===== src/rtl/image_binarizer_packer.sv =====
// Thresholds a row-major 8-bit pixel stream to 1 bit/pixel and packs NPIX bits into one image vector.
// Latency: packed image valid 1 cycle after the final pixel is accepted; one bubble cycle per image.
// Backpressure: ready_out drops while a finished image waits in HOLD; image/valid/last stay stable until ready_in.
module image_binarizer_packer #(
  parameter int PIX_W  = 8,
  parameter int NPIX   = 324,
  parameter int THRESH = 128,
  parameter int CNT_W  = 9    // must satisfy 2**CNT_W > NPIX
) (
  input  logic             clk,
  input  logic             reset,
  input  logic [PIX_W-1:0] pix_in,
  input  logic             valid_in,
  input  logic             last_in,
  output logic             ready_out,
  output logic [NPIX-1:0]  image_out,
  output logic             valid_out,
  output logic             last_out,
  input  logic             ready_in,
  output logic             frame_err
);

  // FILL collects pixels; HOLD presents a complete image until downstream takes it.
  typedef enum logic {
    FILL = 1'b0,
    HOLD = 1'b1
  } state_t;

  state_t           state;
  state_t           state_nxt;
  logic [CNT_W-1:0] count;
  logic [NPIX-1:0]  image_reg;
  logic             valid_reg;
  logic             last_reg;
  logic             err_reg;

  logic             accept;
  logic             at_final;
  logic             short_frame;
  logic             xfer;
  logic             pix_bit;

  assign accept      = valid_in && ready_out;
  assign at_final    = (count == CNT_W'(NPIX - 1));
  assign short_frame = accept && last_in && !at_final;
  assign xfer        = valid_reg && ready_in;
  assign pix_bit     = (pix_in >= PIX_W'(THRESH));

  // State register.
  always_ff @(posedge clk or posedge reset) begin
    if (reset) begin
      state <= FILL;
    end else begin
      state <= state_nxt;
    end
  end

  // Next-state: leave FILL on the final pixel, leave HOLD on the downstream transfer.
  always_comb begin
    state_nxt = state;
    case (state)
      FILL: if (accept && at_final) state_nxt = HOLD;
      HOLD: if (xfer)               state_nxt = FILL;
      default:                      state_nxt = FILL;
    endcase
  end

  // Output decode: ready depends on registered state only, so no input reaches it.
  always_comb begin
    ready_out = 1'b0;
    case (state)
      FILL:    ready_out = 1'b1;
      HOLD:    ready_out = 1'b0;
      default: ready_out = 1'b0;
    endcase
  end

  // Pixel index: wraps to 0 after a full image or an early last_in; stalls on idle cycles.
  always_ff @(posedge clk or posedge reset) begin
    if (reset) begin
      count <= '0;
    end else if (accept) begin
      if (at_final || last_in) begin
        count <= '0;
      end else begin
        count <= count + CNT_W'(1);
      end
    end
  end

  // Packed image: each accepted pixel overwrites its own bit in place; no clear between images
  // because every bit is rewritten before the image is presented.
  always_ff @(posedge clk or posedge reset) begin
    if (reset) begin
      image_reg <= '0;
    end else if (accept) begin
      image_reg[count] <= pix_bit;
    end
  end

  // Output framing: valid/last rise with the final pixel and fall on the transfer.
  always_ff @(posedge clk or posedge reset) begin
    if (reset) begin
      valid_reg <= 1'b0;
      last_reg  <= 1'b0;
    end else if (accept && at_final) begin
      valid_reg <= 1'b1;
      last_reg  <= last_in;
    end else if (xfer) begin
      valid_reg <= 1'b0;
      last_reg  <= 1'b0;
    end
  end

  // One-cycle error pulse when a frame ends early; the partial image is simply abandoned.
  always_ff @(posedge clk or posedge reset) begin
    if (reset) begin
      err_reg <= 1'b0;
    end else begin
      err_reg <= short_frame;
    end
  end

  assign image_out = image_reg;
  assign valid_out = valid_reg;
  assign last_out  = last_reg;
  assign frame_err = err_reg;

endmodule


===== config.mk =====
export PLATFORM = sky130hd
export DESIGN_NAME = image_binarizer_packer
export DESIGN_NICKNAME = d
export VERILOG_FILES = /design/src/rtl/image_binarizer_packer.sv
export SDC_FILE = /design/constraint.sdc
export NUM_CORES = 1
export LEC_CHECK = 0
export CAP_MARGIN = 20
export CORE_MARGIN = 2
export CORE_UTILIZATION = 57
export CTS_BUF_LIST = sky130_fd_sc_hd__clkbuf_4 sky130_fd_sc_hd__clkbuf_8
export CTS_CLUSTER_SIZE = 8
export DETAILED_ROUTE_END_ITERATION = 10
export GPL_ROUTABILITY_DRIVEN = 1
export PLACE_DENSITY = 0.95
export SYNTH_ARGS = -nofsm -noshare
export SYNTH_HDL_FRONTEND = slang
export SYNTH_SLANG_ARGS = --single-unit

===== constraint.sdc =====
create_clock -name clk -period 25.6 [get_ports clk]
set_input_delay 2.56 -clock clk [delete_from_list [all_inputs] [get_ports clk]]
set_output_delay 2.56 -clock clk [all_outputs]
set_load 0.05 [all_outputs]

# ---- Word-level counts from Yosys, hierarchy flattened
# Index checks and enable logic that the tools add are counted.
dict set report totals {
  reg_bits 337
  inputBits 13
  out_inout_bits 328
  wordCells 32
}
dict set report classes {
  addsub 1
  n_lt_le_gt_ge 3
  eq_ne 1
  muxes 11
  bitwise 1
  reduce_logical 9
}
# op n
set op_table {}
lappend op_table {{bitwise mux 324 bit} 1}
lappend op_table {{< comparator 9 x 10 -> 1 bit (second input constant)} 1}
lappend op_table {{adder 9 x 1 -> 9 bit (second input constant)} 1}
lappend op_table {{demux 1 bit (select 9 bit)} 1}
lappend op_table {{equality test 9 bit (second input constant)} 1}
lappend op_table {{greater-or-equal comparator 9 x 1 -> 1 bit (second input constant)} 1}
lappend op_table {{two-way mux 9 bit} 1}
lappend op_table {{greater-or-equal comparator 8 bit (second input constant)} 1}
lappend op_table {{logical AND 1 bit} 6}
lappend op_table {{two-way mux 1 bit} 6}
lappend op_table {{one-hot mux 1 bit (2 select lines)} 2}
lappend op_table {{nonzero test 2 bit} 1}
lappend op_table {{logical NOT 1 bit} 1}
lappend op_table {{logical OR 1 bit} 1}
lappend op_table {{inverter 1 bit} 1}

# ---- Depth between registers and ports, before layout
# Gate-level depths: netlist of the first run.
dict set report logic_depth {
  depth_word 6
  ltp_mapped 6
  mapped_depth_nobuf 4
}

# ---- Worst setup path before layout of the first run
# No wires, ideal clock.
dict set report synth_timing {
  kind {input port to flip-flop}
  from {input port valid_in}
  to {register image_reg[307] (netlist: image_out[307])}
  setup_time_ps 128
  arrival_ps 3566
  required_ps 25472
  path_slack_ps 21906
  stages 5
  path_buffers 2
  path_cell_list {nor4b_4 -> buf_2 -> buf_4 -> nand4_1 -> mux2_1}
}
dict set report synth_between {
  elab_chain_len 1
}
# element line
set synth_lines {}
lappend synth_lines {{from (decl)} 13} ;# input logic valid_in,
lappend synth_lines {{logical AND 1 bit} 43} ;# assign accept = valid_in && ready_out;
lappend synth_lines {{to (signal, indexed assignment)} 97} ;# image_reg[count] <= pix_bit;
lappend synth_lines {{to (decl)} 32} ;# logic [NPIX-1:0] image_reg;
# Every way passes these cells.
# A chain may end at the register's enable or synchronous reset.

==> flow_summary.toml, run 1 <==
[run_status]
outcome = "complete, no violations"

[synth]
syn_nets = 1261
syn_area_per_cell_um2 = 12.4
synth_cell_types = 39
synth_edf_count = 0
synthCells = 1244
ys_ff_latch = 337
synth-main-ff-cell = "dfrtp_1"
synth-seq-area-share = 0.546
async_reset_ff_frac = 1.00
synth_area_um2 = 15400
ys.warnings.count = 0

[sta]
period_share = 0.192
hold_ws_ns = 0.492
setup_tns_ns = 0
timing.fmax_mhz = 204
drv_slew = 0
layout_min_cycle_time_ns = 4.91
worstMarginPinSlew_ns = 1.09
slew_headroom = 0.274
rsz0062_at_grt = "false"
hold_viol = 0
fin_skew_ns = 0.0282
finalSetupViolCount = 0

[floorplan]
die-area_um2 = 28400
fp.dieH_um = 169
rows = 60
io_pins = 341
die_w_um = 169
initial_core_util = 0.576
coreArea_um2 = 26800

[global_routing]
grt_pass1_wl_mm = 71.5
grt_pass1_vias = 12500
antenna_found_initial = 0
grt.total_usage = 0.315
globalRouteOverflowTotal = 0
grt_max_degree = 124

[pwr]
p_seq_frac = 0.483
leakage_uw = 0.00883
p_int_uw = 839
pwr-share-comb = 0.080
vdd_drop_max_uv = 59.1
p_sw_frac = 0.252
power.density_nw_per_um2 = 56.5
clkPwrFrac = 0.437
p_sw_uw = 283

[critical_path]
rr_endpoint = "image_out[136]$_DFFE_PP0P_"
worst_r2r_path_depth = 5
critPathMaxFanout = 110
cp-end-kind = "asynchronous set/reset pin"
cp.arrival_ns = 5.48
required_ns = 26.17
crit_type = "primary input to asynchronous set/reset pin"
startpoint_type = "primary input"
timing.reg2reg.setup_slack_ns = 22.73
crit-reg2reg-launch = "count[0]$_DFFE_PP0P_"

[layout]
syn2layout_area_growth_pct = 28.6
fillers = 1591
layout-drive-gt1-share = 0.268
antenna_cells = 0
multi_input_area_um2 = 6240
post-route-util = 0.740
fin_nets = 1488
final_cells = 1848
ff_latch_area_um2 = 8430

[clocking]
path_clk_slew_ns = 0.06
cts_tree = "built"
cts_hold_buffers = 0
clock-sinks = 337
cts-root-buf = "clkbuf_8"
clkLatencyLatePin_ns = 0.58
cts_htree_levels = 2
cts_resized = 0
cts_buffers = 54
post_cts.repair.setup_buffers = 0
clock_path_buffers = 3

[detailed_routing]
routed_via_density = 6.60
drc = 0
ant_nets = 0
vias = 12200
drt_iter0_drc = 1164
routedWlPerCell_um = 24.4
wl_mm = 45.2
first_pass_iters = 5

[worst_hold_path]
hold_class = "flip-flop to flip-flop"
holdPathStages = 1
min_to = "image_out[179]$_DFFE_PP0P_"
min_from = "image_out[179]$_DFFE_PP0P_"

[placement]
placed_cells = 1754
portBuffers = 333
dp_hpwl_mm = 25.7
place_congestion = 0.799

[run]
maxCapViolations = 0
==> sequential cells by signal (all words and copies together), names as in the netlist <==
signal,flops
last_out,1
valid_out,1
state,1
image_out,324
frame_err,1
count,9
==> per-layer routing <==
metal | up-vias | wire, µm | GRT usage
li1 | 5148 | - | -
met1 | 6261 | 17400 | 0.411
met2 | 657 | 21900 | 0.499
met3 | 130 | 3910 | 0.0821
met4 | 0 | 1980 | 0.148
met5 | - | 0 | 0
==> worst max-delay path, stage by stage <==
cell and delay [ns]:
clkdlybuf4s50_1 0.50, inv_8 0.57, buf_4 0.84, buf_4 0.85
==> power by group through the flow <==
stage	clock, µW	combinational (µW)	sequential (µW)
5_1_grt	521	95.8	542
3_3_place_gp	0	87.5	550
2_1_floorplan	0	43.7	566
3_5_place_dp	0	88.7	551
4_1_cts	496	89.3	542
6_report	490	89.8	542
==> through the flow <==
| stage | cell area, µm² | power, µW | worst slack, ns |
|---|---|---|---|
| after global placement | 18600 | 638 | 20.04 |
| after CTS | 19800 | 1130 | 20.61 |
| after global routing | 19800 | 1160 | 20.24 |
| after floorplan | 15400 | 609 | 13.70 |
| final | 19800 | 1120 | 20.69 |
| after detailed placement | 18600 | 640 | 20.00 |
==> placed cells by master, fill, tap and decap left out, types with 3 or more instances in the layout <==
master           count
buf_4               23
clkbuf_8            67
nand2_1              6
mux2_2             266
a211oi_1             5
nor3_1               3
inv_1                7
nand4_1            326
dfrtp_1            337
o31ai_1              3
mux2_1              58
clkdlybuf4s50_1    332
clkbuf_4            20
ha_2                 3
nor2_1               3
o21ai_0              4
nor3b_2              3
or4_1                3
==> layout make-up <==
type	instances	area share
repair buffers	358	0.179
clock inverters	5	0.00416
clock buffers	87	0.0540
inverters	8	0.00189
multi-input cells	712	0.314
well taps	341	0.0215
flip-flops and latches	337	0.425
==> how the worst max path moves through the flow <==
stage               slack (ns)  start                    endpoint  depth (start not counted)
floorplan                13.70  reset        count[0]$_DFFE_PP0P_                          1
finish                   20.69  reset  image_out[262]$_DFFE_PP0P_                          4
CTS                      20.61  reset  image_out[220]$_DFFE_PP0P_                          4
global route             20.24  reset  image_out[221]$_DFFE_PP0P_                          4
detailed placement       20.00  reset  image_out[205]$_DFFE_PP0P_                          4
global placement         20.04  reset  image_out[206]$_DFFE_PP0P_                          4
==> cells by family (layout without fill, tap and decap cells) <==
group,after synthesis,after routing,share of synthesized area
mux,325,325,0.237
flops,337,337,0.546
fa+ha+maj,4,4,0.00324
compound gates,17,17,0.00786
buf+inv,195,458,0.0549
simple gates,366,366,0.151
==> cell usage after synthesis, types with 2 or more instances <==
cell / count / area, µm²
buf_1: 11 / 41.3
a211oi_1: 5 / 37.5
mux2_2: 266 / 3000
inv_1: 8 / 30.0
nand2_1: 6 / 22.5
dfrtp_1: 337 / 8430
buf_4: 5 / 37.5
o21ai_0: 4 / 20.0
clkbuf_1: 94 / 353
and2_1: 2 / 12.5
nor2b_1: 2 / 12.5
a31oi_1: 2 / 12.5
o31ai_1: 3 / 22.5
nor2_1: 4 / 15.0
mux2_1: 58 / 653
nand4_1: 326 / 2040
nand3b_1: 2 / 15.0
buf_2: 77 / 385
nor3b_1: 3 / 22.5
ha_1: 4 / 50.1
nor3_1: 3 / 15.0
or4_1: 3 / 22.5
and3b_1: 3 / 26.3
No activity file was read; power rests on OpenSTA's default activity.
==> run 2, diff against run 1 <==
--- a/config.mk
+++ b/config.mk
@@ -7,12 +7,12 @@
 export LEC_CHECK = 0
 export CAP_MARGIN = 20
 export CORE_MARGIN = 2
-export CORE_UTILIZATION = 57
+export CORE_UTILIZATION = 53
 export CTS_BUF_LIST = sky130_fd_sc_hd__clkbuf_4 sky130_fd_sc_hd__clkbuf_8
 export CTS_CLUSTER_SIZE = 8
 export DETAILED_ROUTE_END_ITERATION = 10
 export GPL_ROUTABILITY_DRIVEN = 1
-export PLACE_DENSITY = 0.95
+export PLACE_DENSITY = 0.91
 export SYNTH_ARGS = -nofsm -noshare
 export SYNTH_HDL_FRONTEND = slang
 export SYNTH_SLANG_ARGS = --single-unit
==> constraint.sdc (replaced) <==
create_clock -name clk -period 4.94 [get_ports clk]
set_input_delay 0.494 -clock clk [delete_from_list [all_inputs] [get_ports clk]]
set_output_delay 0.494 -clock clk [all_outputs]
set_load 0.05 [all_outputs]
==> run 2 against run 1 <==
  * First-iteration DRC count increased by 8.3%
  * Count of clock-buffer cells in the layout increased by 4
  * Combinational power increased to 5.2 times the previous value
  * Wire length decreased by 2.7%
  * Register-to-register slack got worse by 21 ns
  * Global-route usage decreased by 3.2 points
  * Worst setup slack got worse by 19 ns
  * Largest cell class unchanged
  * Critical path depth unchanged
  * Sequential power increased to 5.2 times the previous value
==> flow_summary.toml, run 2 (same netlist as run 1, synthesis figures left out) <==
[pwr]
power.density_nw_per_um2 = 287
vdd_drop_max_uv = 252
leakage_uw = 0.00884
power.total_uw = 5720

[critical_path]
path_buf_inv = 1
startpoint_type = "flip-flop"
critPathMaxFanout = 48
required_ns = 5.39
crit_chain = "nor2b_4, buf_4, nand4_1, mux2_1"
rr_endpoint = "image_out[289]$_DFFE_PP0P_"
crit-reg2reg-launch = "count[5]$_DFFE_PP0P_"
worst_r2r_path_depth = 4
cpPeakStageDelay_ns = 0.81
crit_start = "count[5]$_DFFE_PP0P_"
cp.arrival_ns = 3.22
critPathTopFamily = "simple AND/OR/NAND/NOR gates"
cp.depth = 4
crit_type = "flip-flop to flip-flop"
cp-end-kind = "flip-flop"
timing.reg2reg.setup_slack_ns = 2.17
endpoint = "image_out[289]$_DFFE_PP0P_"
cp_slowest_cell = "nor2b_4"

[detailed_routing]
drc = 0
ant_nets = 0
routedWlPerCell_um = 23.2
vias = 12100
drt_iter0_drc = 1261
first_pass_iters = 5
routed_via_density = 6.37
wl_mm = 43.9

[layout]
fillers = 1924
multi_input_area_um2 = 6230
layout_commonest_cell = "dfrtp_1"
antenna_cells = 0
syn2layout_area_growth_pct = 29.1
layout_common_cells = "337 x dfrtp_1, 332 x clkdlybuf4s50_1, 326 x nand4_1"
largest_register_ffs = 324
layout-drive-gt1-share = 0.271
ff_latch_area_um2 = 8430
fin_nets = 1492

[run]
maxCapViolations = 0

[worst_hold_path]
hold_class = "primary input to flip-flop"

[clocking]
clock_path_buffers = 3
cts_tree = "built"
cts_resized = 0
clkLatencyLatePin_ns = 0.59
cts_hold_buffers = 0
cts_htree_levels = 2
path_clk_slew_ns = 0.06
post_cts.repair.setup_buffers = 0
clock-sinks = 337
cts_buffers = 54
cts-root-buf = "clkbuf_8"

[floorplan]
die-area_um2 = 30500
initial_core_util = 0.538
io_pins = 341
fp.dieH_um = 175
coreArea_um2 = 28700
rows = 62
die_w_um = 175

[placement]
dp_hpwl_mm = 25.3
place_congestion = 0.742
portBuffers = 333

[global_routing]
globalRouteOverflowTotal = 0
met1_usage = 0.370
grt_busiest_layer = "met2"
grt_pass1_vias = 12100
grtUsageMet3 = 0.0701
grt_max_degree = 187
antenna_found_initial = 0
grt.total_usage = 0.283
grt_pass1_wl_mm = 69.4
grt_use_met2 = 0.448

[sta]
period_share = 0.560
timing.fmax_mhz = 361
hold_viol = 0
layout_min_cycle_time_ns = 2.77
slew_headroom = 0.293
worstMarginPinSlew_ns = 1.06
finalSetupViolCount = 0
rsz0062_at_grt = "false"
drv_slew = 0
fin_skew_ns = 0.0236
hold_ws_ns = 0.292

[run_status]
outcome = "complete, no violations"
[run 2: cell count changes in the layout (fill, tap and decap cells not counted)]
cell	before	now
and4b_4	1	0
buf_12	1	5
and4b_2	0	1
bufinv_16	2	0
clkbuf_8	67	66
inv_8	1	0
clkbuf_4	20	25
clkinvlp_4	0	3
inv_6	2	0
[run 2: worst min path at each step]
stage | to | startpoint | slack, ns | cells after the start
floorplan | count[1]$_DFFE_PP0P_ | count[1]$_DFFE_PP0P_ | 0.55 | 1
global placement | image_out[193]$_DFFE_PP0P_ | image_out[193]$_DFFE_PP0P_ | 0.47 | 1
detailed placement | image_out[241]$_DFFE_PP0P_ | image_out[241]$_DFFE_PP0P_ | 0.48 | 1
CTS | image_out[93]$_DFFE_PP0P_ | reset | 0.31 | 2
global route | image_out[209]$_DFFE_PP0P_ | pix_in[7] | 0.29 | 2
finish | image_out[208]$_DFFE_PP0P_ | pix_in[7] | 0.29 | 2
[run 2: stage by stage]
| step | setup WS [ns] | cells | util | instance area (µm²) | TNS, ns |
|---|---|---|---|---|---|
| 3_3_place_gp | 1.92 | 1800 | 0.653 | 18700 | 0 |
| 4_1_cts | 2.23 | 1894 | 0.692 | 19900 | 0 |
| 5_1_grt | 2.03 | 1897 | 0.694 | 19900 | 0 |
| 6_report | 2.17 | 1897 | 0.694 | 19900 | 0 |
| 3_5_place_dp | 1.90 | 1800 | 0.653 | 18700 | 0 |
| 2_1_floorplan | -0.0586 | 1244 | - | 15400 | -19.74 |
[run 2: cell type report]
| type | instances | area share |
|---|---|---|
| multi-input combinational | 712 | 0.313 |
| clock buffer | 91 | 0.0550 |
| sequential | 337 | 0.423 |
| inverter | 8 | 0.00169 |
| tap | 384 | 0.0241 |
| clock inverter | 3 | 0.00100 |
| timing repair buffer | 362 | 0.182 |
[run 2: power breakdown]
group / leakage (µW) / switching, µW / total (µW) / internal, µW
registers: 0.00470 / 18.6 / 2810 / 2790
clock network: 0.000594 / 1070 / 2450 / 1380
logic: 0.00355 / 364 / 464 / 100
total: 0.00884 / 1450 / 5720 / 4270
[run 2: per-layer routing]
layer,share of wire,vias to the layer above
met3,0.087,137
met4,0.047,0
met5,0,-
met2,0.48,636
met1,0.39,6150
li1,-,5168
[run 2: worst register-to-register path, stage by stage, from the launching register on]
cell	delay [ns]
dfrtp_1	0.58
nor2b_4	0.82
buf_4	0.62
nand4_1	0.26
mux2_1	0.37
==> run 3, diff against run 2 <==
--- a/config.mk
+++ b/config.mk
@@ -7,12 +7,12 @@
 export LEC_CHECK = 0
 export CAP_MARGIN = 20
 export CORE_MARGIN = 2
-export CORE_UTILIZATION = 53
+export CORE_UTILIZATION = 48
 export CTS_BUF_LIST = sky130_fd_sc_hd__clkbuf_4 sky130_fd_sc_hd__clkbuf_8
 export CTS_CLUSTER_SIZE = 8
 export DETAILED_ROUTE_END_ITERATION = 10
 export GPL_ROUTABILITY_DRIVEN = 1
-export PLACE_DENSITY = 0.91
+export PLACE_DENSITY = 0.88
 export SYNTH_ARGS = -nofsm -noshare
 export SYNTH_HDL_FRONTEND = slang
 export SYNTH_SLANG_ARGS = --single-unit
==> constraint.sdc (replaced) <==
create_clock -name clk -period 2.5 [get_ports clk]
set_input_delay 0.25 -clock clk [delete_from_list [all_inputs] [get_ports clk]]
set_output_delay 0.25 -clock clk [all_outputs]
set_load 0.05 [all_outputs]
==> run 3 against run 2 <==
  * Critical endpoint is now ready_out
  * Via count rose by 0.84%
  * Largest cell class unchanged
  * Total power grew 100%
  * Clock power rose by 100%
  * Worst setup slack got worse by 2.0 ns
  * Wire length grew 4.5%
  * Sequential cell count unchanged
  * Design area increased by 2.8%
  * Global-route usage down 1.4 points
==> flow_summary.toml, run 3 (same netlist as run 1, synthesis figures left out) <==
[sta]
hold_ws_ns = 0.0647
drv_slew = 0
rsz0062_at_grt = "false"
slew_headroom = 0.602
period_share = 0.917
worstMarginPinSlew_ns = 0.595
timing.fmax_mhz = 436
setup_tns_ns = 0
fin_skew_ns = 0.0171
setup_ws_ns = 0.209
hold_viol = 0
finalSetupViolCount = 0
layout_min_cycle_time_ns = 2.29

[floorplan]
initial_core_util = 0.488
rows = 65
io_pins = 341
coreArea_um2 = 31600
die_w_um = 183
die-area_um2 = 33600
fp.dieH_um = 183

[critical_path]
required_ns = 2.25
cp.arrival_ns = 2.04
cp-end-kind = "primary output"
critPathMaxFanout = 10
crit_type = "flip-flop to primary output"
startpoint_type = "flip-flop"
timing.reg2reg.setup_slack_ns = 0.35

[global_routing]
grt.total_usage = 0.269
grt_pass1_wl_mm = 71.5
grt_max_degree = 99
antenna_found_initial = 0
globalRouteOverflowTotal = 0
grt_pass1_vias = 12500

[layout]
fillers = 2203
multi_input_area_um2 = 6270
fin_nets = 1511
final_cells = 1933
largest_register_ffs = 324
layout-drive-gt1-share = 0.280
ff_latch_area_um2 = 8430
antenna_cells = 0
layout_common_cells = "337 x dfrtp_1, 332 x clkdlybuf4s50_1, 326 x nand4_1"
syn2layout_area_growth_pct = 32.7
layout_commonest_cell = "dfrtp_1"

[detailed_routing]
wl_mm = 45.9
routed_via_density = 6.31
routedWlPerCell_um = 23.8
vias = 12200
drt_iter0_drc = 1065
drc = 0
ant_nets = 0
first_pass_iters = 6

[pwr]
leakage_uw = 0.00904
power.density_nw_per_um2 = 563
vdd_drop_max_uv = 440
power.total_uw = 11500

[placement]
post-place-ws_ns = 0.236
placed_cells = 1840
portBuffers = 333
dp_hpwl_mm = 27.2
place_congestion = 0.815

[clocking]
cts-root-buf = "clkbuf_8"
cts_buffers = 54
cts_hold_buffers = 0
clock_path_buffers = 3
cts_resized = 0
cts_tree = "built"
clkLatencyLatePin_ns = 0.59
path_clk_slew_ns = 0.06
clock-sinks = 337
cts_htree_levels = 2
post_cts.repair.setup_buffers = 0

[run]
maxCapViolations = 0

[worst_hold_path]
hold_class = "primary input to asynchronous set/reset pin"

[run_status]
outcome = "complete, no violations"
run 3: cell types whose count changed in the layout (fill, tap and decap cells not counted), sizes merged:
cell and delta:
clkbuf -3, bufinv +1, buf +19, inv +1
run 3: cell type report:
class	count	area share
repair buffers	381	0.201
multi-input cells	712	0.306
clock inverters	5	0.00299
inverters	8	0.00165
well taps	402	0.0246
flip-flops and latches	337	0.412
clock buffers	88	0.0521
run 3: worst max-delay path, cell delays in order (launching register included):
cell and delay, ns:
dfrtp_1 0.52, inv_1 0.11, clkdlybuf4s50_1 0.84
run 3: metal layers:
metal,global-route usage,wire length [µm],vias to the layer above
met2,0.448,22300,608
met3,0.0627,3660,115
li1,-,-,5200
met4,0.116,1770,0
met1,0.338,18200,6270
met5,0,0,-
run 3: final timing paths:
check,startpoint,depth (start not counted),end
min,reset,2,image_out[91]$_DFFE_PP0P_
max in group asynchronous,reset,4,image_out[184]$_DFFE_PP0P_
max reg2reg,count[1]$_DFFE_PP0P_,5,image_out[145]$_DFFE_PP0P_
min in group clk,pix_in[7],2,image_out[15]$_DFFE_PP0P_
min reg2reg,image_out[48]$_DFFE_PP0P_,1,image_out[48]$_DFFE_PP0P_
max,state$_DFF_PP0_,2,ready_out
run 3: power breakdown:
part	internal, µW	switching (µW)
clock	2780	2160
combinational	275	759
sequential	5510	44.3
total	8560	2960
run 3: through the flow:
stage	instance area [µm²]	util
after floorplan	15400	-
after global placement	19400	0.612
after detailed placement	19400	0.612
after CTS	20500	0.647
after global routing	20500	0.647
final	20500	0.647
